**src/rtl/angle_fetch_if.sv**
```systemverilog
// Host angle handshake plus the outgoing angle stream, bundled for angle_fetch.
// master = angle_fetch side, slave = host source / backprojection pipeline side.
interface angle_fetch_if #(
  parameter int kAngleLength = 9
);
  // Host: a transfer happens on a clk edge where hs_next_angle && hs_next_angle_ack;
  // the consumer captures hs_angle and the host advances on that same edge.
  // Stream: angle_out moves on a clk edge where angle_valid && angle_ready; angle_out
  // holds steady while angle_valid && !angle_ready, and valid never depends on ready.
  logic                    hs_next_angle;
  logic                    hs_next_angle_ack;
  logic                    hs_has_next_angle;
  logic [kAngleLength-1:0] hs_angle;
  logic [kAngleLength-1:0] angle_out;
  logic                    angle_valid;
  logic                    angle_ready;

  modport master (
    output hs_next_angle, angle_out, angle_valid,
    input  hs_next_angle_ack, hs_has_next_angle, hs_angle, angle_ready
  );

  modport slave (
    input  hs_next_angle, angle_out, angle_valid,
    output hs_next_angle_ack, hs_has_next_angle, hs_angle, angle_ready
  );
endinterface

```
**src/rtl/angle_fetch.sv**
```systemverilog
// Pulls angles from the host one at a time into a small FIFO and streams them to the
// backprojection pipeline; reports done once the host is exhausted and the FIFO drains.
module angle_fetch #(
  parameter int kAngleLength = 9,
  parameter int kBufferDepth = 2,
  parameter int kCountLength = 8
) (
  input  logic                    clk,
  input  logic                    reset_n,
  input  logic                    start,
  angle_fetch_if.master           bus,
  output logic [kCountLength-1:0] angle_count,
  output logic                    busy,
  output logic                    done,
  output logic [1:0]              state_dbg
);
  typedef enum logic [1:0] {S_IDLE, S_FETCH, S_DRAIN, S_DONE} state_t;

  localparam int PtrW = (kBufferDepth > 1) ? $clog2(kBufferDepth) : 1;
  localparam int OccW = $clog2(kBufferDepth + 1);
  localparam logic [PtrW-1:0] LastPtr = PtrW'(kBufferDepth - 1);
  localparam logic [OccW-1:0] FullOcc = OccW'(kBufferDepth);

  state_t                  state_q, state_d;
  logic [kAngleLength-1:0] mem_q [kBufferDepth];
  logic [kAngleLength-1:0] mem_d [kBufferDepth];
  logic [PtrW-1:0]         wr_ptr_q, wr_ptr_d, rd_ptr_q, rd_ptr_d;
  logic [OccW-1:0]         occ_q, occ_d;
  logic [kCountLength-1:0] count_q, count_d;
  logic                    fifo_empty, fifo_full, push, pop, clear_run;

  function automatic logic [PtrW-1:0] ptr_inc(input logic [PtrW-1:0] p);
    return (p == LastPtr) ? '0 : p + PtrW'(1);
  endfunction

  assign fifo_empty = (occ_q == '0);
  assign fifo_full  = (occ_q == FullOcc);

  // A request raised on the cycle the host runs dry is never acked by a sane host,
  // but has_next gates the push so that cycle can never capture.
  assign bus.hs_next_angle = (state_q == S_FETCH) && !fifo_full;
  assign push = bus.hs_next_angle && bus.hs_next_angle_ack && bus.hs_has_next_angle;
  assign pop  = !fifo_empty && bus.angle_ready;

  assign bus.angle_valid = !fifo_empty;
  assign bus.angle_out   = fifo_empty ? '0 : mem_q[rd_ptr_q];
  assign angle_count     = count_q;
  assign busy            = (state_q == S_FETCH) || (state_q == S_DRAIN);
  assign done            = (state_q == S_DONE);
  assign state_dbg       = state_q;

  always_comb begin
    state_d   = state_q;
    mem_d     = mem_q;
    wr_ptr_d  = wr_ptr_q;
    rd_ptr_d  = rd_ptr_q;
    count_d   = count_q;
    clear_run = 1'b0;

    if (pop) begin
      rd_ptr_d = ptr_inc(rd_ptr_q);
      count_d  = count_q + kCountLength'(1);
    end
    if (push) begin
      mem_d[wr_ptr_q] = bus.hs_angle;
      wr_ptr_d        = ptr_inc(wr_ptr_q);
    end
    occ_d = occ_q + OccW'(push) - OccW'(pop);

    case (state_q)
      S_IDLE: if (start) begin
        state_d   = S_FETCH;
        clear_run = 1'b1;
      end
      S_FETCH: if (!bus.hs_has_next_angle) state_d = S_DRAIN;
      S_DRAIN: if (fifo_empty) state_d = S_DONE;
      S_DONE: if (start) begin
        state_d   = S_FETCH;
        clear_run = 1'b1;
      end
      default: state_d = S_IDLE;
    endcase

    if (clear_run) begin
      wr_ptr_d = '0;
      rd_ptr_d = '0;
      occ_d    = '0;
      count_d  = '0;
    end
  end

  always_ff @(posedge clk or negedge reset_n) begin
    if (!reset_n) begin
      state_q  <= S_IDLE;
      wr_ptr_q <= '0;
      rd_ptr_q <= '0;
      occ_q    <= '0;
      count_q  <= '0;
      for (int i = 0; i < kBufferDepth; i++) mem_q[i] <= '0;
    end else begin
      state_q  <= state_d;
      wr_ptr_q <= wr_ptr_d;
      rd_ptr_q <= rd_ptr_d;
      occ_q    <= occ_d;
      count_q  <= count_d;
      mem_q    <= mem_d;
    end
  end
endmodule
```
**src/flat_wrapper.sv**
```systemverilog
// flat-port wrapper written by rule: the top's interface ports become plain ports
module angle_fetch_flat 
#(
  parameter int kAngleLength = 9,
  parameter int kBufferDepth = 2,
  parameter int kCountLength = 8
)
  (clk, reset_n, start, angle_count, busy, done, state_dbg, bus_hs_next_angle, bus_angle_out, bus_angle_valid, bus_hs_next_angle_ack, bus_hs_has_next_angle, bus_hs_angle, bus_angle_ready);
  angle_fetch_if #(.kAngleLength(kAngleLength)) bus_i ();
  input  logic clk;
  input  logic reset_n;
  input  logic start;
  output logic [kCountLength-1:0] angle_count;
  output logic busy;
  output logic done;
  output logic [1:0] state_dbg;
  output wire logic [$bits(bus_i.hs_next_angle)-1:0] bus_hs_next_angle;
  output wire logic [$bits(bus_i.angle_out)-1:0] bus_angle_out;
  output wire logic [$bits(bus_i.angle_valid)-1:0] bus_angle_valid;
  input wire logic [$bits(bus_i.hs_next_angle_ack)-1:0] bus_hs_next_angle_ack;
  input wire logic [$bits(bus_i.hs_has_next_angle)-1:0] bus_hs_has_next_angle;
  input wire logic [$bits(bus_i.hs_angle)-1:0] bus_hs_angle;
  input wire logic [$bits(bus_i.angle_ready)-1:0] bus_angle_ready;
  assign bus_hs_next_angle = bus_i.hs_next_angle;
  assign bus_angle_out = bus_i.angle_out;
  assign bus_angle_valid = bus_i.angle_valid;
  assign bus_i.hs_next_angle_ack = bus_hs_next_angle_ack;
  assign bus_i.hs_has_next_angle = bus_hs_has_next_angle;
  assign bus_i.hs_angle = bus_hs_angle;
  assign bus_i.angle_ready = bus_angle_ready;
  angle_fetch #(.kAngleLength(kAngleLength), .kBufferDepth(kBufferDepth), .kCountLength(kCountLength)) u_core (.clk(clk), .reset_n(reset_n), .start(start), .bus(bus_i), .angle_count(angle_count), .busy(busy), .done(done), .state_dbg(state_dbg));
endmodule
```
**config.mk**
```make
export PLATFORM = sky130hd
export DESIGN_NAME = angle_fetch_flat
export DESIGN_NICKNAME = d
export VERILOG_FILES = /design/src/rtl/angle_fetch_if.sv /design/src/rtl/angle_fetch.sv /design/src/flat_wrapper.sv
export SDC_FILE = /design/constraint.sdc
export NUM_CORES = 1
export LEC_CHECK = 0
export ABC_AREA = 1
export BUFFER_PORTS_ARGS = -buffer_cell sky130_fd_sc_hd__buf_2
export CAP_MARGIN = 20
export CORE_UTILIZATION = 50
export CTS_CLUSTER_SIZE = 14
export DETAILED_ROUTE_END_ITERATION = 10
export PLACE_DENSITY = 0.79
export SLEW_MARGIN = 20
export SYNTH_ARGS = -nofsm -noshare
export SYNTH_HDL_FRONTEND = slang
export SYNTH_SLANG_ARGS = --single-unit
export TNS_END_PERCENT = 1
```
**constraint.sdc**
```tcl
create_clock -name clk -period 2.03 [get_ports clk]
set_input_delay 0.1015 -clock clk [delete_from_list [all_inputs] [get_ports clk]]
set_output_delay 0.1015 -clock clk [all_outputs]
set_load 0.01 [all_outputs]
```
# Yosys cells after proc, flatten, opt, wreduce, memory -nomap -nowiden
# Index checks and enable logic that the tools add are counted.
[word_totals]
regBits = 32
out_inout_bits = 23
word_cells = 60
inputBits = 15
[op_classes]
reduce_logical = 14
n_eq_ne = 7
magnitude_cmp = 3
n_addsub = 5
n_mux = 22
bitwise_logic = 2
[op_table]
columns = ["operator", "n"]
rows = [
  ["$mux 9", 5],
  ["$bwmux 18", 1],
  ["$mux 8", 2],
  ["$demux 9 s1", 1],
  ["$add 8x1->8 const B", 1],
  ["$mux 1", 8],
  ["$mux 2", 4],
  ["$eq 2x2->1 const B", 3],
  ["$pmux 2 s3", 1],
  ["$logic_and 1x1->1", 5],
  ["$ge 2x2->1 const B", 2],
  ["$logic_not 2->1", 2],
  ["$ne 2x1->1 const B", 2],
  ["$not 1->2", 2],
  ["$reduce_bool 2->1", 2],
  ["$reduce_and 3->1", 1],
  ["$add 1x1->1 const B", 2],
  ["$add 2x1->2", 1],
  ["$eq 2x1->1 const B", 1],
  ["$logic_not 1->1", 2],
  ["$lt 2x1->1 const B", 1],
  ["$ne 2x2->1 const B", 1],
  ["$reduce_or 2->1", 1],
  ["$sub 2x1->2", 1],
  ["$logic_or 1x1->1", 1],
]

# Logic depth before layout (Yosys ltp)
# Gate-level depths: netlist of the first run.
[logic_depth]
word_depth = 8
mapped_depth = 10
mapped_depth_nobuf = 9

# Worst setup path after synthesis of the first run
# Ideal clock, no wire load.
[synth_timing]
path_type = "reg2reg"
start = "reg u_core.occ_q[1]"
end = "reg u_core.occ_q[1]"
t_required_ns = 1.906
setup_ns = 0.124
slack_ns = 0.458
t_arrival_ns = 1.448
stages_incl_launch_ff = 8
period_less_slack_ns = 1.572
n_path_buf = 0
path_cell_list = "dfrtp_1 nor2_2 nor2_4 ha_1 inv_1 ha_1 o21ai_0 a21oi_1"
[synth_between]
elab_chain_len = 8
word_cells_on_any_way = 11
classes_between = "2 x add/sub; 1 x eq/ne; 1 x mux; 7 x reduce/logical"
[synth_rtl]
columns = ["element", "line", "rtl"]
rows = [
  ["start, declared", "angle_fetch.sv:28", "logic [OccW-1:0] occ_q, occ_d;"],
  ["start signal, assigned", "angle_fetch.sv:97", "occ_q <= '0;"],
  ["start signal, assigned", "angle_fetch.sv:104", "occ_q <= occ_d;"],
  ["$eq 2x2->1", "angle_fetch.sv:37", "assign fifo_full = (occ_q == FullOcc);"],
  ["$logic_not 1->1", "angle_fetch.sv:41", "assign bus.hs_next_angle = (state_q == S_FETCH) && !fifo_full;"],
  ["$logic_and 1x1->1", "angle_fetch.sv:41", ""],
  ["$logic_and 1x1->1 (2 in series)", "angle_fetch.sv:42", "assign push = bus.hs_next_angle && bus.hs_next_angle_ack && bus.hs_has_next_angle;"],
  ["$add 2x1->2", "angle_fetch.sv:68", "occ_d = occ_q + OccW'(push) - OccW'(pop);"],
  ["$sub 2x1->2 (*)", "angle_fetch.sv:68", ""],
  ["$mux 2 (*)", "angle_fetch.sv:84", "if (clear_run) begin"],
  ["net u_core.occ_d[1]", "angle_fetch.sv:28", ""],
]
# Mark *: on every way through the listed nets, which the timed path passes. The rest lies on a longest branch.
# A chain may end at the register's enable or synchronous reset.

# Worst setup path after layout of the first run
[layout_timing]
start = "reg u_core.rd_ptr_q"
end = "out bus_angle_out[8]"
[layout_between]
elab_chain_len = 5
[layout_rtl]
columns = ["element", "line", "rtl"]
rows = [
  ["start, declared", "angle_fetch.sv:27", "logic [PtrW-1:0] wr_ptr_q, wr_ptr_d, rd_ptr_q, rd_ptr_d;"],
  ["start signal, assigned", "angle_fetch.sv:103", "rd_ptr_q <= rd_ptr_d;"],
  ["$not 1->2 (implied by the code)", "angle_fetch.sv:46", "assign bus.angle_out = fifo_empty ? '0 : mem_q[rd_ptr_q];"],
  ["$mux 9 (implied by the code) (3 in series)", "angle_fetch.sv:46", ""],
  ["$mux 9", "angle_fetch.sv:46", ""],
  ["end, declared", "flat_wrapper.sv:18", "output wire logic [$bits(bus_i.angle_out)-1:0] bus_angle_out;"],
]
# Every way passes these cells. The select of a mux whose other input is x is not followed.

==> flow_metrics.tcl, run 1 <==
set metrics [dict create \
    outcome "finished, final reports clean" \
    fillers 303 \
    die_area_um2 3730 \
    grt_pass1_vias 1326 \
    grt_pass1_wl_um 5540 \
    first_pass_iters 4 \
    numCtsBuffers 5 \
    synth_warnings 0 \
    finalClockSkew_ns 0.0104 \
    worstMarginPinSlew_ns 0.712 \
    rsz0062_at_grt "false" \
    syn_avg_cell_area_um2 8.27 \
    crit_arrival_ns 1.60 \
    gp_congestion 0.766 \
    drive_gt1_share_pct 30.6 \
    critPathKind "reg2out" \
    hp-class "in2reg" \
    htree_num_levels 2 \
    drc 0 \
    drv_slew 0 \
    synth_area_leader_cell "dfrtp_1" \
    leakagePower_nw 1.12 \
    drv_cap 0 \
    netlist-cell-type-count 22 \
    synth-seq-cells 32 \
    irDropWorstVdd_mv 0.636 \
    via_per_inst 4.80 \
    syn_nets 232 \
    chipHeight_um 61.1 \
    cts_buffer_depth 2 \
    final_nets 273 \
    min_period_ns 1.70 \
    synth-seq-area-share_pct 45.9 \
    synth_top_cells_by_area "dfrtp_1 46%, nand2_1 14%, o21ai_2 9.0%" \
    drt-initial-drc-count 83 \
    synth.top_cell.area_share_pct 45.9 \
    cts_tree "done" \
    worstSetupEndpointType "primary output" \
    required_ns 1.93 \
    cts_setup_buffers 0 \
    wl_per_cell_um 10.7 \
    powerDensity_nw_per_um2 1310 \
    hold_viol_final 0 \
    post-route-period-util_pct 83.7 \
    n_antenna_cell 0 \
    cts_root_buf "clkbuf_4" \
    rows 21 \
    layout_commonest_cell "nand2_1" \
    dpl.hpwl_um 2210 \
    worst_setup_path_start_kind "register" \
    clk_pin_slew_ns 0.10 \
    wirelength_um 3200 \
    vias 1430 \
    die_w_um 61.1 \
    clk_latency_ns 0.33 \
    antenna_left 0 \
    io_buffer_count 37 \
    final_cell_mix "66 x nand2_1, 37 x buf_2, 32 x dfrtp_1, 29 x inv_1, 18 x o21ai_2" \
    antenna_found_initial 0 \
    start_util_pct 52.3 \
    crit_fanout 11 \
    syn_to_final_growth_pct 16.1 \
    fin_setup_tns_ns 0 \
    hold_ws_ns 0.0490 \
    syn_inst 211 \
    setup_viol 0 \
    grt_use_total_pct 20.4 \
    grt_start_max_net_pins 33 \
    cts_sinks 32 \
    fmax_ghz 0.589 \
    grt-ovfl-total 0 \
    core_area_um2 3340 \
    ios 38 \
    max_slew_margin_pct 52.5 \
    synthesis.area_um2 1750 \
]
-- Yosys cell counts --
library cell   n
nor2_2         1
inv_2          1
nand2_1       66
nand2_2        7
buf_8          2
xor2_1         1
o211ai_1       1
nand4_1        2
nor2_4         1
nor2_1         9
ha_1           6
nand2_4        3
a21oi_1       14
dfrtp_1       32
o21ai_0        5
o21ai_2       18
inv_4          1
a21boi_1       1
inv_1         29
o21ai_1        1
buf_2          3
nand3_1        7
-- stage by stage --
step	std cells	power (mW)	util, %	setup WS [ns]	cell area, um2
CTS	298	2.68	60.7	0.316	2030
floorplan	211	1.92	-	0.458	1750
global placement	290	2.23	58.5	0.467	1950
finish	298	2.65	60.7	0.331	2030
detailed placement	290	2.26	58.5	0.377	1950
global route	298	2.92	60.7	0.207	2030
-- routing by layer --
layer | track usage (%) | up-vias | part of all wire [%]
met5 | 0 | - | 0
li1 | - | 743 | -
met1 | 25.7 | 644 | 46
met2 | 34.8 | 40 | 48
met4 | 7.14 | 0 | 0.84
met3 | 4.41 | 3 | 4.5
-- timing repair --
action,4_1_cts,5_1_grt
hold endpoints to repair,32,0
resized for setup,0,0
hold buffers,1,0
-- layout make-up --
class                      count  area (um2)  share of cell area [%]
clock buffer                   7        65.1                    3.21
inverter                      31         119                    5.87
multi-input combinational    143         781                    38.5
sequential                    32         801                    39.5
tap                           46        57.6                    2.84
timing repair buffer          39         203                    10.0
-- sequential cells by signal (all words and copies together) (netlist names) --
| signal | cells |
|---|---|
| u_core.angle_count | 8 |
| u_core.mem_q | 18 |
| u_core.state_dbg | 2 |
| u_core.wr_ptr_q | 1 |
| u_core.rd_ptr_q | 1 |
| u_core.occ_q | 2 |
-- worst paths after layout --
| check | slack (ns) | cells past startpoint | from | to |
|---|---|---|---|---|
| hold reg to reg | 0.49 | 2 | u_core.mem_q[6] | u_core.mem_q[6] |
| max in group asynchronous | 1.22 | 2 | reset_n | u_core.mem_q[10] |
| setup / recovery | 0.33 | 4 | u_core.rd_ptr_q | bus_angle_out[8] |
| min in group asynchronous | 0.35 | 2 | reset_n | u_core.angle_count[0] |
| hold / removal | 0.05 | 3 | start | u_core.state_dbg[0] |
| setup reg to reg | 0.38 | 8 | u_core.state_dbg[0] | u_core.angle_count[4] |
-- power breakdown --
group / internal, mW / switching, mW
logic: 0.470 / 0.732
registers: 0.868 / 0.178
clock network: 0.196 / 0.206
-- critical path, stage by stage (launching register included) --
cell and delay, ns:
dfrtp_1 0.52, inv_1 0.34, nand2_1 0.09, a21oi_1 0.17, buf_2 0.16
-- cells by family after synthesis --
family | count (synthesis) | synth area share, %
adders and majority gates | 6 | 4.30
buffers and inverters | 36 | 9.39
and+or+nand+nor | 96 | 24.3
xor gates and xnor gates | 1 | 0.502
DFF | 32 | 45.9
AOI/OAI and AO/OA | 40 | 15.6
No activity file was read; power rests on OpenSTA's default activity.
==> inputs of run 2 (changes only) <==
--- a/config.mk
+++ b/config.mk
@@ -5,13 +5,13 @@
 export SDC_FILE = /design/constraint.sdc
 export NUM_CORES = 1
 export LEC_CHECK = 0
-export ABC_AREA = 1
+export ABC_AREA = 0
 export BUFFER_PORTS_ARGS = -buffer_cell sky130_fd_sc_hd__buf_2
 export CAP_MARGIN = 20
 export CORE_UTILIZATION = 50
 export CTS_CLUSTER_SIZE = 14
 export DETAILED_ROUTE_END_ITERATION = 10
-export PLACE_DENSITY = 0.79
+export PLACE_DENSITY = 0.8
 export SLEW_MARGIN = 20
 export SYNTH_ARGS = -nofsm -noshare
 export SYNTH_HDL_FRONTEND = slang
==> constraint.sdc (replaced) <==
create_clock -name clk -period 1.65 [get_ports clk]
set_input_delay 0.0825 -clock clk [delete_from_list [all_inputs] [get_ports clk]]
set_output_delay 0.0825 -clock clk [all_outputs]
set_load 0.01 [all_outputs]
==> run 2 against run 1 <==
The run now ends with setup timing left. Sequential share of layout area down 0.90 points. Non-clock buffer count up 14. Critical path depth up 4. Power up 29%. Die area down 8.9%. Worst hold slack worse by 0.039 ns. Clock-buffer cell count unchanged. Core utilization up 8.0 points. Largest power group unchanged.
==> flow_metrics.tcl, run 2 <==
set metrics [dict create \
    outcome "finished with violations" \
    violations "setup timing" \
    cts_buffer_depth 2 \
    synthesis.area_um2 1590 \
    yosysMostFrequentCell "dfrtp_1" \
    drv_slew 0 \
    irDropWorstVdd_mv 1.10 \
    synth_edf_count 0 \
    n_antenna_cell 0 \
    grt_pass1_wl_um 5220 \
    top_layer_used "met4" \
    dpl.hpwl_um 2320 \
    worstMarginPinSlew_ns 0.712 \
    syn_to_final_growth_pct 31.2 \
    drv_cap 0 \
    syn_inst 139 \
    grt_pass1_vias 1191 \
    io_buffer_count 37 \
    grt_start_max_net_pins 33 \
    cts_tree "done" \
    synth_top_cells_by_count "32 x dfrtp_1, 18 x mux2_2, 15 x nor2_1, 11 x mux2i_1, 10 x inv_1" \
    wl_per_cell_um 14.0 \
    htree_num_levels 2 \
    first_pass_iters 6 \
    die_area_um2 3400 \
    drive_gt1_share_pct 42.6 \
    max_slew_margin_pct 52.5 \
    grt-ovfl-total 0 \
    syn_nets 160 \
    netlist-cell-type-count 31 \
    drc 0 \
    wirelength_um 3340 \
    start_util_pct 52.4 \
    crit_fanout 3 \
    crit_arrival_ns 1.89 \
    powerDensity_nw_per_um2 1650 \
    fin_area_um2 2080 \
    synth-seq-area-share_pct 50.5 \
    post-route-period-util_pct 101 \
    ios 38 \
    layout_commonest_cell "buf_2" \
    worst_setup_path_start_kind "register" \
    power_mw 3.43 \
    synth_warnings 0 \
    finalClockSkew_ns 0.00978 \
    cts_sinks 32 \
    regMostFlops "u_core.mem_q" \
    met1Wirelength_um 1370 \
    cts_root_buf "clkbuf_4" \
    gp_congestion 0.693 \
    rows 20 \
    final_cell_mix "37 x buf_2, 30 x dfrtp_1, 18 x mux2_2, 15 x nor2_1, 11 x mux2i_1" \
    drt-initial-drc-count 29 \
    die_w_um 58.3 \
    synth.top_cell.area_share_pct 50.5 \
    synth-seq-cells 32 \
    syn_avg_cell_area_um2 11.4 \
    clk_latency_ns 0.33 \
    fin_setup_tns_ns -0.00975 \
    fmax_ghz 0.603 \
    critPathKind "reg2reg" \
    hold_ws_ns 0.0102 \
    antenna_found_initial 0 \
    largest_reg_flops 18 \
    hold_viol_final 0 \
    min_period_ns 1.66 \
    worst_slack_ns -0.00975 \
    leakagePower_nw 1.02 \
    setup_viol 1 \
    placed_area_um2 1870 \
    wl_met2_um 1760 \
    worstSetupEndpointType "register" \
    rrSetupSlack_ns -0.01 \
    post-route-util_pct 68.7 \
    synthFlopType "dfrtp_1" \
    via_per_inst 5.18 \
    hp-class "in2reg" \
    synthArstFlopShare_pct 100 \
    route.met3.wl_um 148 \
    rsz0062_at_grt "true" \
    numCtsBuffers 5 \
    final_nets 216 \
    vias 1237 \
    grt_use_total_pct 21.1 \
    antenna_left 0 \
    synth_top_cells_by_area "dfrtp_1 51%, mux2_2 13%, mux2i_1 6.9%" \
    synth_area_leader_cell "dfrtp_1" \
    required_ns 1.88 \
    core_area_um2 3030 \
    chipHeight_um 58.3 \
    clk_pin_slew_ns 0.09 \
]
-- run 2: area by class of cell --
class	count	area, um2
clock buffers	7	65.1
fillers	204	948
inverters	10	37.5
multi-input cells	93	781
flip-flops and latches	32	803
well taps	44	55.1
repair buffers	53	338
-- run 2: power breakdown --
group / internal (mW) / total [mW] / switching [mW] / leakage (nW)
Combinational: 0.814 / 1.61 / 0.798 / 0.578
Sequential: 1.08 / 1.33 / 0.247 / 0.405
Clock: 0.241 / 0.488 / 0.246 / 0.0374
-- run 2: cell families after synthesis --
group | share of synthesized area, %
simple gates | 11.8
flops | 50.5
mux | 19.7
compound gates | 7.34
buf+inv | 3.71
fa+ha+maj | 4.74
xor+xnor | 2.21
-- run 2: metrics by stage --
step	std cells	setup WS, ns
floorplan	139	-0.0154
global placement	222	0.0806
detailed placement	222	-0.0929
CTS	237	-0.0317
global route	239	-0.0617
finish	239	-0.00975
-- run 2: path summary, 6_finish.rpt --
path,from,end,depth (start not counted)
worst min register to register,u_core.mem_q[9],u_core.mem_q[9],1
worst min-delay path,bus_hs_angle[3],u_core.mem_q[3],2
worst max register to register,u_core.occ_q[1],u_core.occ_q[1],8
max in group asynchronous,reset_n,u_core.occ_q[1],2
worst max-delay path,u_core.occ_q[1],u_core.occ_q[1],8
min in group asynchronous,reset_n,u_core.mem_q[16],2
-- run 2: repair_timing --
item                                   in CTS  in global routing
buffers inserted                            1                  1
resized for setup                           4                  7
endpoints found under the hold margin      42                  1
pin swaps                                   0                  3
setup endpoints to repair                   1                 29
hold buffers                                7                  1
-- run 2: critical path, stage by stage (launching register included) --
cell     delay [ns]
dfrtp_2        0.44
o21ai_4        0.17
inv_2          0.06
ha_4           0.26
inv_2          0.04
ha_4           0.15
xor2_2         0.14
and2_1         0.14
nor3_2         0.18
-- run 2: layer usage --
metal / track usage, % / vias up
met5: 0 / -
met4: 7.48 / 0
met3: 7.25 / 10
met2: 37.3 / 27
met1: 23.8 / 597
li1: - / 603
